===== config.mk =====
export PLATFORM = sky130hd
export DESIGN_NAME = ctrl_pipeline
export DESIGN_NICKNAME = d
export VERILOG_FILES = /design/src/rtl/ctrl_pkg.sv /design/src/rtl/ctrl_decode.sv /design/src/rtl/ctrl_pipeline.sv
export SDC_FILE = /design/constraint.sdc
export NUM_CORES = 1
export LEC_CHECK = 0
export ABC_AREA = 0
export CAP_MARGIN = 40
export CORE_MARGIN = 2
export CORE_UTILIZATION = 42
export DETAILED_ROUTE_END_ITERATION = 16
export PLACE_DENSITY = 0.77
export RECOVER_POWER = 100
export SYNTH_ARGS = -nofsm -noshare
export SYNTH_HDL_FRONTEND = slang
export SYNTH_SLANG_ARGS = --single-unit
export TNS_END_PERCENT = 1

===== constraint.sdc =====
create_clock -name clk -period 6.61 [get_ports clk]
set_clock_uncertainty 0.1 [all_clocks]
set_input_delay 1.983 -clock clk [delete_from_list [all_inputs] [get_ports clk]]
set_output_delay 1.983 -clock clk [all_outputs]
set_load 0.02 [all_outputs]

===== src/rtl/ctrl_pkg.sv =====
// Shared definitions for the control pipeline: bundle layout, instruction
// encodings and ALU control codes.
`timescale 1ns/1ps
package ctrl_pkg;

    localparam int CTRL_W = 24;

    // Bundle bit positions, MSB to LSB
    localparam int B_VALID      = 23;
    localparam int B_ALU_LO     = 18;   // alucontrol occupies [22:18]
    localparam int B_MEMTOREG   = 17;
    localparam int B_MEMWRITE   = 16;
    localparam int B_MEMREAD    = 15;
    localparam int B_BRANCH     = 14;
    localparam int B_ALUSRC     = 13;
    localparam int B_REGDST_LO  = 11;   // regdst occupies [12:11]
    localparam int B_REGWRITE   = 10;
    localparam int B_JUMP       = 9;
    localparam int B_HILO_WRITE = 8;
    localparam int B_JBRAL      = 7;
    localparam int B_JR         = 6;
    localparam int B_CP0_WRITE  = 5;
    localparam int B_IS_INVALID = 4;
    localparam int B_HILOTOREG  = 3;
    localparam int B_CP0TOREG   = 2;
    localparam int B_MFHILO_LO  = 0;    // mfhi_lo occupies [1:0]

    localparam logic [CTRL_W-1:0] CTRL_BUBBLE = '0;

    localparam logic [1:0] REGDST_RT = 2'b00;
    localparam logic [1:0] REGDST_RD = 2'b01;
    localparam logic [1:0] REGDST_RA = 2'b10;

    localparam logic [1:0] MFHILO_LO = 2'b01;
    localparam logic [1:0] MFHILO_HI = 2'b10;

    localparam logic [4:0] ALU_NOP   = 5'd0;
    localparam logic [4:0] ALU_AND   = 5'd1;
    localparam logic [4:0] ALU_OR    = 5'd2;
    localparam logic [4:0] ALU_XOR   = 5'd3;
    localparam logic [4:0] ALU_NOR   = 5'd4;
    localparam logic [4:0] ALU_ADD   = 5'd5;
    localparam logic [4:0] ALU_ADDU  = 5'd6;
    localparam logic [4:0] ALU_SUB   = 5'd7;
    localparam logic [4:0] ALU_SUBU  = 5'd8;
    localparam logic [4:0] ALU_SLT   = 5'd9;
    localparam logic [4:0] ALU_SLTU  = 5'd10;
    localparam logic [4:0] ALU_SLL   = 5'd11;
    localparam logic [4:0] ALU_SRL   = 5'd12;
    localparam logic [4:0] ALU_SRA   = 5'd13;
    localparam logic [4:0] ALU_SLLV  = 5'd14;
    localparam logic [4:0] ALU_SRLV  = 5'd15;
    localparam logic [4:0] ALU_SRAV  = 5'd16;
    localparam logic [4:0] ALU_LUI   = 5'd17;
    localparam logic [4:0] ALU_MULT  = 5'd18;
    localparam logic [4:0] ALU_MULTU = 5'd19;
    localparam logic [4:0] ALU_DIV   = 5'd20;
    localparam logic [4:0] ALU_DIVU  = 5'd21;
    localparam logic [4:0] ALU_MTHI  = 5'd22;
    localparam logic [4:0] ALU_MTLO  = 5'd23;

    localparam logic [5:0] OP_SPECIAL = 6'h00;
    localparam logic [5:0] OP_REGIMM  = 6'h01;
    localparam logic [5:0] OP_J       = 6'h02;
    localparam logic [5:0] OP_JAL     = 6'h03;
    localparam logic [5:0] OP_BEQ     = 6'h04;
    localparam logic [5:0] OP_BNE     = 6'h05;
    localparam logic [5:0] OP_BLEZ    = 6'h06;
    localparam logic [5:0] OP_BGTZ    = 6'h07;
    localparam logic [5:0] OP_ADDI    = 6'h08;
    localparam logic [5:0] OP_ADDIU   = 6'h09;
    localparam logic [5:0] OP_SLTI    = 6'h0A;
    localparam logic [5:0] OP_SLTIU   = 6'h0B;
    localparam logic [5:0] OP_ANDI    = 6'h0C;
    localparam logic [5:0] OP_ORI     = 6'h0D;
    localparam logic [5:0] OP_XORI    = 6'h0E;
    localparam logic [5:0] OP_LUI     = 6'h0F;
    localparam logic [5:0] OP_COP0    = 6'h10;
    localparam logic [5:0] OP_LB      = 6'h20;
    localparam logic [5:0] OP_LH      = 6'h21;
    localparam logic [5:0] OP_LW      = 6'h23;
    localparam logic [5:0] OP_LBU     = 6'h24;
    localparam logic [5:0] OP_LHU     = 6'h25;
    localparam logic [5:0] OP_SB      = 6'h28;
    localparam logic [5:0] OP_SH      = 6'h29;
    localparam logic [5:0] OP_SW      = 6'h2B;

    localparam logic [5:0] F_SLL   = 6'h00;
    localparam logic [5:0] F_SRL   = 6'h02;
    localparam logic [5:0] F_SRA   = 6'h03;
    localparam logic [5:0] F_SLLV  = 6'h04;
    localparam logic [5:0] F_SRLV  = 6'h06;
    localparam logic [5:0] F_SRAV  = 6'h07;
    localparam logic [5:0] F_JR    = 6'h08;
    localparam logic [5:0] F_JALR  = 6'h09;
    localparam logic [5:0] F_MFHI  = 6'h10;
    localparam logic [5:0] F_MTHI  = 6'h11;
    localparam logic [5:0] F_MFLO  = 6'h12;
    localparam logic [5:0] F_MTLO  = 6'h13;
    localparam logic [5:0] F_MULT  = 6'h18;
    localparam logic [5:0] F_MULTU = 6'h19;
    localparam logic [5:0] F_DIV   = 6'h1A;
    localparam logic [5:0] F_DIVU  = 6'h1B;
    localparam logic [5:0] F_ADD   = 6'h20;
    localparam logic [5:0] F_ADDU  = 6'h21;
    localparam logic [5:0] F_SUB   = 6'h22;
    localparam logic [5:0] F_SUBU  = 6'h23;
    localparam logic [5:0] F_AND   = 6'h24;
    localparam logic [5:0] F_OR    = 6'h25;
    localparam logic [5:0] F_XOR   = 6'h26;
    localparam logic [5:0] F_NOR   = 6'h27;
    localparam logic [5:0] F_SLT   = 6'h2A;
    localparam logic [5:0] F_SLTU  = 6'h2B;

    localparam logic [4:0] RT_BLTZ   = 5'h00;
    localparam logic [4:0] RT_BGEZ   = 5'h01;
    localparam logic [4:0] RT_BLTZAL = 5'h10;
    localparam logic [4:0] RT_BGEZAL = 5'h11;

    localparam logic [4:0] RS_MFC0 = 5'h00;
    localparam logic [4:0] RS_MTC0 = 5'h04;

    function automatic logic isMulDiv(input logic [4:0] alu);
        return (alu == ALU_MULT) || (alu == ALU_MULTU) ||
               (alu == ALU_DIV)  || (alu == ALU_DIVU);
    endfunction

    function automatic logic isDiv(input logic [4:0] alu);
        return (alu == ALU_DIV) || (alu == ALU_DIVU);
    endfunction

endpackage


===== src/rtl/ctrl_decode.sv =====
// Combinational instruction decoder producing the packed control bundle.
// Reserved fields are checked so malformed encodings decode as invalid.
`timescale 1ns/1ps
module ctrl_decode
    import ctrl_pkg::*;
(
    input  logic [31:0]       instr,
    input  logic              valid,
    output logic [CTRL_W-1:0] ctrl
);

    logic [5:0] op;
    logic [5:0] funct;
    logic [4:0] rs;
    logic [4:0] rt;
    logic [4:0] rd;
    logic [4:0] sa;

    assign op    = instr[31:26];
    assign rs    = instr[25:21];
    assign rt    = instr[20:16];
    assign rd    = instr[15:11];
    assign sa    = instr[10:6];
    assign funct = instr[5:0];

    logic [CTRL_W-1:0] c;
    logic              inv;

    always_comb begin
        c   = CTRL_BUBBLE;
        inv = 1'b0;
        case (op)
            OP_SPECIAL: begin
                case (funct)
                    F_ADD, F_ADDU, F_SUB, F_SUBU, F_AND, F_OR, F_XOR, F_NOR,
                    F_SLT, F_SLTU, F_SLLV, F_SRLV, F_SRAV,
                    F_SLL, F_SRL, F_SRA: begin
                        case (funct)
                            F_ADD:   c[B_ALU_LO+:5] = ALU_ADD;
                            F_ADDU:  c[B_ALU_LO+:5] = ALU_ADDU;
                            F_SUB:   c[B_ALU_LO+:5] = ALU_SUB;
                            F_SUBU:  c[B_ALU_LO+:5] = ALU_SUBU;
                            F_AND:   c[B_ALU_LO+:5] = ALU_AND;
                            F_OR:    c[B_ALU_LO+:5] = ALU_OR;
                            F_XOR:   c[B_ALU_LO+:5] = ALU_XOR;
                            F_NOR:   c[B_ALU_LO+:5] = ALU_NOR;
                            F_SLT:   c[B_ALU_LO+:5] = ALU_SLT;
                            F_SLTU:  c[B_ALU_LO+:5] = ALU_SLTU;
                            F_SLLV:  c[B_ALU_LO+:5] = ALU_SLLV;
                            F_SRLV:  c[B_ALU_LO+:5] = ALU_SRLV;
                            F_SRAV:  c[B_ALU_LO+:5] = ALU_SRAV;
                            F_SLL:   c[B_ALU_LO+:5] = ALU_SLL;
                            F_SRL:   c[B_ALU_LO+:5] = ALU_SRL;
                            default: c[B_ALU_LO+:5] = ALU_SRA;
                        endcase
                        c[B_REGDST_LO+:2] = REGDST_RD;
                        c[B_REGWRITE]     = 1'b1;
                        // Immediate shifts must have rs = 0; all others shamt = 0
                        if (funct == F_SLL || funct == F_SRL || funct == F_SRA)
                            inv = (rs != 5'd0);
                        else
                            inv = (sa != 5'd0);
                    end
                    F_JR: begin
                        c[B_JR]   = 1'b1;
                        c[B_JUMP] = 1'b1;
                        inv       = ({rt, rd} != 10'd0);
                    end
                    F_JALR: begin
                        c[B_JR]           = 1'b1;
                        c[B_JUMP]         = 1'b1;
                        c[B_JBRAL]        = 1'b1;
                        c[B_REGWRITE]     = 1'b1;
                        c[B_REGDST_LO+:2] = REGDST_RD;
                        inv               = (rt != 5'd0);
                    end
                    F_MFHI, F_MFLO: begin
                        c[B_HILOTOREG]     = 1'b1;
                        c[B_MFHILO_LO+:2]  = (funct == F_MFHI) ? MFHILO_HI : MFHILO_LO;
                        c[B_REGWRITE]      = 1'b1;
                        c[B_REGDST_LO+:2]  = REGDST_RD;
                        inv                = ({rs, rt, sa} != 15'd0);
                    end
                    F_MTHI, F_MTLO: begin
                        c[B_HILO_WRITE] = 1'b1;
                        c[B_ALU_LO+:5]  = (funct == F_MTHI) ? ALU_MTHI : ALU_MTLO;
                        inv             = ({rt, rd, sa} != 15'd0);
                    end
                    F_MULT, F_MULTU, F_DIV, F_DIVU: begin
                        c[B_HILO_WRITE] = 1'b1;
                        case (funct)
                            F_MULT:  c[B_ALU_LO+:5] = ALU_MULT;
                            F_MULTU: c[B_ALU_LO+:5] = ALU_MULTU;
                            F_DIV:   c[B_ALU_LO+:5] = ALU_DIV;
                            default: c[B_ALU_LO+:5] = ALU_DIVU;
                        endcase
                        inv = ({rd, sa} != 10'd0);
                    end
                    default: inv = 1'b1;
                endcase
            end
            OP_REGIMM: begin
                case (rt)
                    RT_BLTZ, RT_BGEZ: c[B_BRANCH] = 1'b1;
                    RT_BLTZAL, RT_BGEZAL: begin
                        c[B_BRANCH]       = 1'b1;
                        c[B_JBRAL]        = 1'b1;
                        c[B_REGWRITE]     = 1'b1;
                        c[B_REGDST_LO+:2] = REGDST_RA;
                    end
                    default: inv = 1'b1;
                endcase
            end
            OP_J: c[B_JUMP] = 1'b1;
            OP_JAL: begin
                c[B_JUMP]         = 1'b1;
                c[B_JBRAL]        = 1'b1;
                c[B_REGWRITE]     = 1'b1;
                c[B_REGDST_LO+:2] = REGDST_RA;
            end
            OP_BEQ, OP_BNE, OP_BLEZ, OP_BGTZ: begin
                c[B_BRANCH]    = 1'b1;
                c[B_ALU_LO+:5] = ALU_SUBU;
            end
            OP_ADDI, OP_ADDIU, OP_SLTI, OP_SLTIU, OP_ANDI, OP_ORI, OP_XORI, OP_LUI: begin
                case (op)
                    OP_ADDI:  c[B_ALU_LO+:5] = ALU_ADD;
                    OP_ADDIU: c[B_ALU_LO+:5] = ALU_ADDU;
                    OP_SLTI:  c[B_ALU_LO+:5] = ALU_SLT;
                    OP_SLTIU: c[B_ALU_LO+:5] = ALU_SLTU;
                    OP_ANDI:  c[B_ALU_LO+:5] = ALU_AND;
                    OP_ORI:   c[B_ALU_LO+:5] = ALU_OR;
                    OP_XORI:  c[B_ALU_LO+:5] = ALU_XOR;
                    default:  c[B_ALU_LO+:5] = ALU_LUI;
                endcase
                c[B_ALUSRC]   = 1'b1;
                c[B_REGWRITE] = 1'b1;
                inv           = (op == OP_LUI) && (rs != 5'd0);
            end
            OP_LB, OP_LH, OP_LW, OP_LBU, OP_LHU: begin
                c[B_ALU_LO+:5] = ALU_ADDU;
                c[B_ALUSRC]    = 1'b1;
                c[B_MEMREAD]   = 1'b1;
                c[B_MEMTOREG]  = 1'b1;
                c[B_REGWRITE]  = 1'b1;
            end
            OP_SB, OP_SH, OP_SW: begin
                c[B_ALU_LO+:5] = ALU_ADDU;
                c[B_ALUSRC]    = 1'b1;
                c[B_MEMWRITE]  = 1'b1;
            end
            OP_COP0: begin
                case (rs)
                    RS_MFC0: begin
                        c[B_CP0TOREG]     = 1'b1;
                        c[B_REGWRITE]     = 1'b1;
                        c[B_REGDST_LO+:2] = REGDST_RT;
                        inv               = (instr[10:3] != 8'd0);
                    end
                    RS_MTC0: begin
                        c[B_CP0_WRITE] = 1'b1;
                        inv            = (instr[10:3] != 8'd0);
                    end
                    default: inv = 1'b1;
                endcase
            end
            default: inv = 1'b1;
        endcase

        // Invalid encodings still travel down the pipe so M can trap them
        if (inv) begin
            c               = CTRL_BUBBLE;
            c[B_IS_INVALID] = 1'b1;
        end
        if (valid) c[B_VALID] = 1'b1;
        else       c = CTRL_BUBBLE;
    end

    assign ctrl = c;

endmodule


===== src/rtl/ctrl_pipeline.sv =====
// Carries decoded control bundles and PCs through E/M/W with stall/flush
// handling, and sequences multi-cycle mult/div occupancy of E.
`timescale 1ns/1ps
module ctrl_pipeline
    import ctrl_pkg::*;
#(
    parameter int PC_W        = 32,
    parameter int DIV_CYCLES  = 34,
    parameter int MULT_CYCLES = 1
) (
    input  logic              clk,
    input  logic              rst,
    input  logic [31:0]       instrD,
    input  logic              validD,
    input  logic [PC_W-1:0]   pcD,
    input  logic              stallE,
    input  logic              stallM,
    input  logic              stallW,
    input  logic              flushE,
    input  logic              flushM,
    input  logic              flushW,
    input  logic              flush_exc,
    output logic [CTRL_W-1:0] ctrlD,
    output logic [CTRL_W-1:0] ctrlE,
    output logic [CTRL_W-1:0] ctrlM,
    output logic [CTRL_W-1:0] ctrlW,
    output logic [PC_W-1:0]   pcE,
    output logic [PC_W-1:0]   pcM,
    output logic [PC_W-1:0]   pcW,
    output logic              md_startE,
    output logic              md_busyE,
    output logic              stall_req
);

    localparam int MAX_CYCLES = (DIV_CYCLES > MULT_CYCLES) ? DIV_CYCLES : MULT_CYCLES;
    localparam int CNT_W      = $clog2(MAX_CYCLES + 1);

    localparam logic [CNT_W-1:0] DIV_INIT  = CNT_W'(DIV_CYCLES - 1);
    localparam logic [CNT_W-1:0] MULT_INIT = CNT_W'(MULT_CYCLES - 1);
    localparam logic [CNT_W-1:0] CNT_ONE   = CNT_W'(1);

    ctrl_decode uDecode (
        .instr (instrD),
        .valid (validD),
        .ctrl  (ctrlD)
    );

    logic [CNT_W-1:0] mdCnt;
    logic             flushEAny;
    logic             flushMAny;
    logic             flushWAny;
    logic             holdE;
    logic             loadE;
    logic             mdIncoming;
    logic             mdIncomingDiv;
    logic             mdLong;
    logic [CNT_W-1:0] mdInit;

    assign flushEAny = flush_exc | flushE;
    assign flushMAny = flush_exc | flushM;
    assign flushWAny = flush_exc | flushW;
    assign holdE     = stallE | md_busyE;
    assign loadE     = !flushEAny && !holdE;

    assign mdIncoming    = ctrlD[B_VALID] && isMulDiv(ctrlD[B_ALU_LO+:5]);
    assign mdIncomingDiv = isDiv(ctrlD[B_ALU_LO+:5]);
    assign mdInit        = mdIncomingDiv ? DIV_INIT : MULT_INIT;
    assign mdLong        = mdIncomingDiv ? (DIV_CYCLES > 1) : (MULT_CYCLES > 1);

    always_ff @(posedge clk or posedge rst) begin
        if (rst) begin
            ctrlE <= CTRL_BUBBLE;
            pcE   <= '0;
        end else if (flushEAny) begin
            ctrlE <= CTRL_BUBBLE;
            pcE   <= '0;
        end else if (!holdE) begin
            ctrlE <= ctrlD;
            pcE   <= pcD;
        end
    end

    // While E is pinned by a multi-cycle op, M must not see copies of it
    always_ff @(posedge clk or posedge rst) begin
        if (rst) begin
            ctrlM <= CTRL_BUBBLE;
            pcM   <= '0;
        end else if (flushMAny) begin
            ctrlM <= CTRL_BUBBLE;
            pcM   <= '0;
        end else if (!stallM) begin
            if (md_busyE) begin
                ctrlM <= CTRL_BUBBLE;
                pcM   <= '0;
            end else begin
                ctrlM <= ctrlE;
                pcM   <= pcE;
            end
        end
    end

    always_ff @(posedge clk or posedge rst) begin
        if (rst) begin
            ctrlW <= CTRL_BUBBLE;
            pcW   <= '0;
        end else if (flushWAny) begin
            ctrlW <= CTRL_BUBBLE;
            pcW   <= '0;
        end else if (!stallW) begin
            ctrlW <= ctrlM;
            pcW   <= pcM;
        end
    end

    // Counter runs regardless of stallE; busy drops on the 1->0 step
    always_ff @(posedge clk or posedge rst) begin
        if (rst) begin
            mdCnt     <= '0;
            md_busyE  <= 1'b0;
            md_startE <= 1'b0;
        end else begin
            md_startE <= loadE && mdIncoming;
            if (flushEAny) begin
                mdCnt    <= '0;
                md_busyE <= 1'b0;
            end else if (md_busyE) begin
                mdCnt <= mdCnt - CNT_ONE;
                if (mdCnt == CNT_ONE) md_busyE <= 1'b0;
            end else if (loadE && mdIncoming && mdLong) begin
                mdCnt    <= mdInit;
                md_busyE <= 1'b1;
            end
        end
    end

    assign stall_req = md_busyE;

endmodule


==> impl_metrics.sql <==
INSERT INTO impl_metrics (metric_group, metric, value, unit) VALUES
('sta', 'drv_slew', '320', ''),
('placed_design', 'place_worst_setup_slack', '-0.406', 'ns'),
('setup_path', 'crit_path_start_kind', 'input port', ''),
('detailed_routing', 'routed-via-count', '7557', ''),
('die', 'num_rows', '51', ''),
('final_layout', 'final_net_count', '1201', ''),
('logic_synthesis', 'synth.cell_area', '8380', 'um^2'),
('clock_tree', 'h-tree-depth', '4', ''),
('detailed_routing', 'drt-initial-drc-count', '384', ''),
('setup_path', 'worst_path_largest_cell_delay', '0.43', 'ns'),
('setup_path', 'setup.worst_path.end_class', 'primary output', ''),
('logic_synthesis', 'largest_family_of_logic_cells_by_synthesized_area', 'simple AND/OR/NAND/NOR gates', ''),
('hold_path', 'min_path_type', 'flop to flop', ''),
('sta', 'min_period_over_period', '98.3', '%'),
('detailed_routing', 'vias_per_cell', '5.41', ''),
('logic_synthesis', 'postSynthCellCount', '821', ''),
('logic_synthesis', 'syn_nets', '902', ''),
('global_route', 'first_pass_grt_wire_length', '42700', 'um'),
('global_route', 'grt_usage', '25.6', '%'),
('sta', 'setup_slack', '0.114', 'ns'),
('power_and_ir_drop', 'irDropWorstVdd', '116', 'uV'),
('sta', 'period_minus_slack', '6.50', 'ns'),
('clock_tree', 'clock_insertion_delay_worst_skew', '0.43', 'ns'),
('logic_synthesis', 'async_sr_flop_fraction', '100', '%'),
('logic_synthesis', 'synth_xor_area_share', '0.418', '%'),
('status', 'run_status', 'finished, violations left', ''),
('clock_tree', 'clk_path_buf_depth', '2', ''),
('final_layout', 'final_core_util', '63.3', '%'),
('global_route', 'grt.overflow.total', '0', ''),
('sta', 'setup-violations-final', '0', ''),
('clock_tree', 'tritoncts', 'done', ''),
('logic_synthesis', 'syn_area_per_cell', '10.2', 'um^2'),
('final_layout', 'final_layout_size_suffix_gt1_share', '15.7', '%'),
('clock_tree', 'clockRootBuffer', 'clkbuf_16', ''),
('setup_path', 'crit_path_max_fanout', '15', ''),
('die', 'die_width', '145', 'um'),
('clock_tree', 'cts-hold-fix-buffers', '0', ''),
('logic_synthesis', 'synth.largest_area_cell', 'dfrtp_1', ''),
('detailed_routing', 'drtPass1Iterations', '4', ''),
('die', 'boundaryPins', '269', ''),
('logic_synthesis', 'synth_top_area_share', '51.7', '%'),
('sta', 'fmaxAchievable', '154', 'MHz'),
('sta', 'minimum_hold_slack', '0.402', 'ns'),
('sta', 'worst_slew_pin_slew', '2.80', 'ns'),
('detailed_routing', 'remaining_drc_errors', '0', ''),
('logic_synthesis', 'yosys.area_share.adder', '1.05', '%'),
('logic_synthesis', 'ys.flop_type', 'dfrtp_1', ''),
('detailed_routing', 'aggregate_routed_wire_length', '27100', 'um'),
('clock_tree', 'clk_pin_slew', '0.07', 'ns'),
('final_layout', 'syn2layout_area_growth', '47.5', '%'),
('logic_synthesis', 'simple_gate_share_of_the_synthesized_area', '21.4', '%'),
('status', 'violated_checks', 'capacitance limit, slew limit', ''),
('setup_path', 'worstPathRequired', '4.53', 'ns'),
('logic_synthesis', 'synth-compound-area-share', '14.5', '%'),
('setup_path', 'path_delay_family', 'buffers and inverters', ''),
('power_and_ir_drop', 'powerDensity', '187', 'nW/um^2'),
('die', 'starting_density_of_the_core', '42.9', '%'),
('setup_path', 'arrival', '4.41', 'ns'),
('sta', 'setup-tns-final', '0', 'ns'),
('power_and_ir_drop', 'static-leakage-power', '0.00587', 'uW'),
('job', 'maxCapViolCount', '4', ''),
('die', 'area_of_the_die', '21100', 'um^2'),
('setup_path', 'critPathKind', 'input port to primary output', ''),
('logic_synthesis', 'post_synth_edffs', '0', ''),
('placed_design', 'place.detailed.hpwl', '19500', 'um'),
('final_layout', 'antennaDiodeCount', '0', ''),
('logic_synthesis', 'synth.yosys.warnings', '0', ''),
('sta', 'timing.final.hold_violations', '0', ''),
('logic_synthesis', 'post_synth_num_cell_types', '64', ''),
('clock_tree', 'cts_sinks', '173', ''),
('detailed_routing', 'wl_per_cell', '19.4', 'um');
## cells in the mapped netlist (all sizes together), types with 4 or more instances
| cell type | n |
|---|---|
| a21o | 5 |
| a21oi | 69 |
| a22o | 35 |
| nand2 | 37 |
| or2 | 6 |
| or4 | 4 |
| nor2b | 7 |
| inv | 11 |
| and2 | 5 |
| nand2b | 9 |
| nand3 | 5 |
| o211ai | 5 |
| nor3b | 56 |
| clkbuf | 60 |
| buf | 14 |
| o31ai | 17 |
| or3 | 5 |
| nor4 | 9 |
| nor3 | 28 |
| mux2i | 56 |
| a211oi | 4 |
| nor4b | 4 |
| a211o | 4 |
| dfrtp | 173 |
| nor2 | 131 |
| a22oi | 5 |
| o21ai | 12 |
| ha | 7 |
## flip-flops by register name, summed over array words and instances (netlist names)
name       flops
ctrlE         23
ctrlM         23
ctrlW         23
mdCnt          6
md_busyE       1
md_startE      1
pcE           32
pcM           32
pcW           32
## power breakdown
part / total [uW] / internal [uW] / switching [uW]
Combinational: 283 / 123 / 160
Clock: 959 / 501 / 459
Sequential: 1070 / 1070 / 6.94
Total: 2320 / 1690 / 626
## kinds of logic after synthesis
logic type / Yosys count
compound gates: 176
xor+xnor: 4
fa+ha+maj: 7
buf+inv: 85
flops: 173
mux: 56
simple gates: 320
## layer usage
layer | track usage, % | wire [um] | vias to the layer above
li1 | - | - | 3534
met1 | 34.4 | 11600 | 3703
met2 | 42.9 | 13500 | 286
met3 | 4.28 | 1470 | 34
met4 | 7.55 | 560 | 0
met5 | 0 | 0 | -
## layout by cell type, fill, tap and decap left out, types with 6 or more instances in the layout
cell type | synthesis | layout
a21oi_1 | 68 | 67
a22o_1 | 35 | 35
buf_4 | 6 | 90
clkbuf_16 | 0 | 17
clkdlybuf4s50_1 | 0 | 69
dfrtp_1 | 173 | 172
dlygate4sd3_1 | 0 | 177
inv_1 | 10 | 8
mux2i_1 | 56 | 56
nand2_1 | 37 | 37
nand2b_1 | 9 | 9
nor2_1 | 131 | 130
nor2b_1 | 7 | 7
nor3_1 | 12 | 11
nor3_2 | 16 | 17
nor3b_1 | 56 | 56
nor4_1 | 6 | 6
o21ai_0 | 12 | 12
o31ai_1 | 16 | 16
## through the flow
stage / cells / instance area, um^2 / total power (uW)
after CTS: 1398 / 12400 / 2340
after global placement: 1362 / 11700 / 1370
after floorplan: 821 / 8380 / 1240
final: 1398 / 12400 / 2320
after global routing: 1398 / 12400 / 2400
after detailed placement: 1366 / 11800 / 1380
## timing repair
| action | in CTS | in global routing |
|---|---|---|
| hold endpoints to repair | 0 | 0 |
| endpoints found under the setup margin | 19 | 19 |
| gates resized for setup | 60 | 42 |
| pin swaps | 1 | 3 |
| buffers inserted | 0 | 0 |
## worst register-to-register path, stage by stage (launching register included)
cell	delay (ns)
dfrtp_2	0.44
buf_4	0.37
nor3_1	0.29
clkbuf_1	1.34
nand2_1	1.00
a2111oi_0	0.60
## area by class of cell
cell class	count	area (um^2)
Tap cell	265	332
Clock inverter	15	145
Inverter	11	45.0
Multi-Input combinational cell	563	3750
Timing Repair Buffer	354	3330
Clock buffer	17	425
Fill cell	1658	7170
Sequential cell	173	4330
## final timing paths
path | slack, ns | from | cells past startpoint | to
worst max-delay path | 0.11 | instrD[0] | 11 | ctrlD[1]
worst min-delay path | 0.40 | ctrlE[0]$_DFFE_PP0P_ | 2 | ctrlE[0]$_DFFE_PP0P_
worst max register to register | 2.34 | md_busyE$_DFF_PP0_ | 5 | md_startE$_DFF_PP0_
worst min register to register | 0.40 | ctrlE[0]$_DFFE_PP0P_ | 2 | ctrlE[0]$_DFFE_PP0P_
max in group asynchronous | 2.00 | rst | 3 | md_busyE$_DFF_PP0_
min in group asynchronous | 2.76 | rst | 3 | pcE[4]$_DFFE_PP0P_
(Power assumes the default switching activity.)
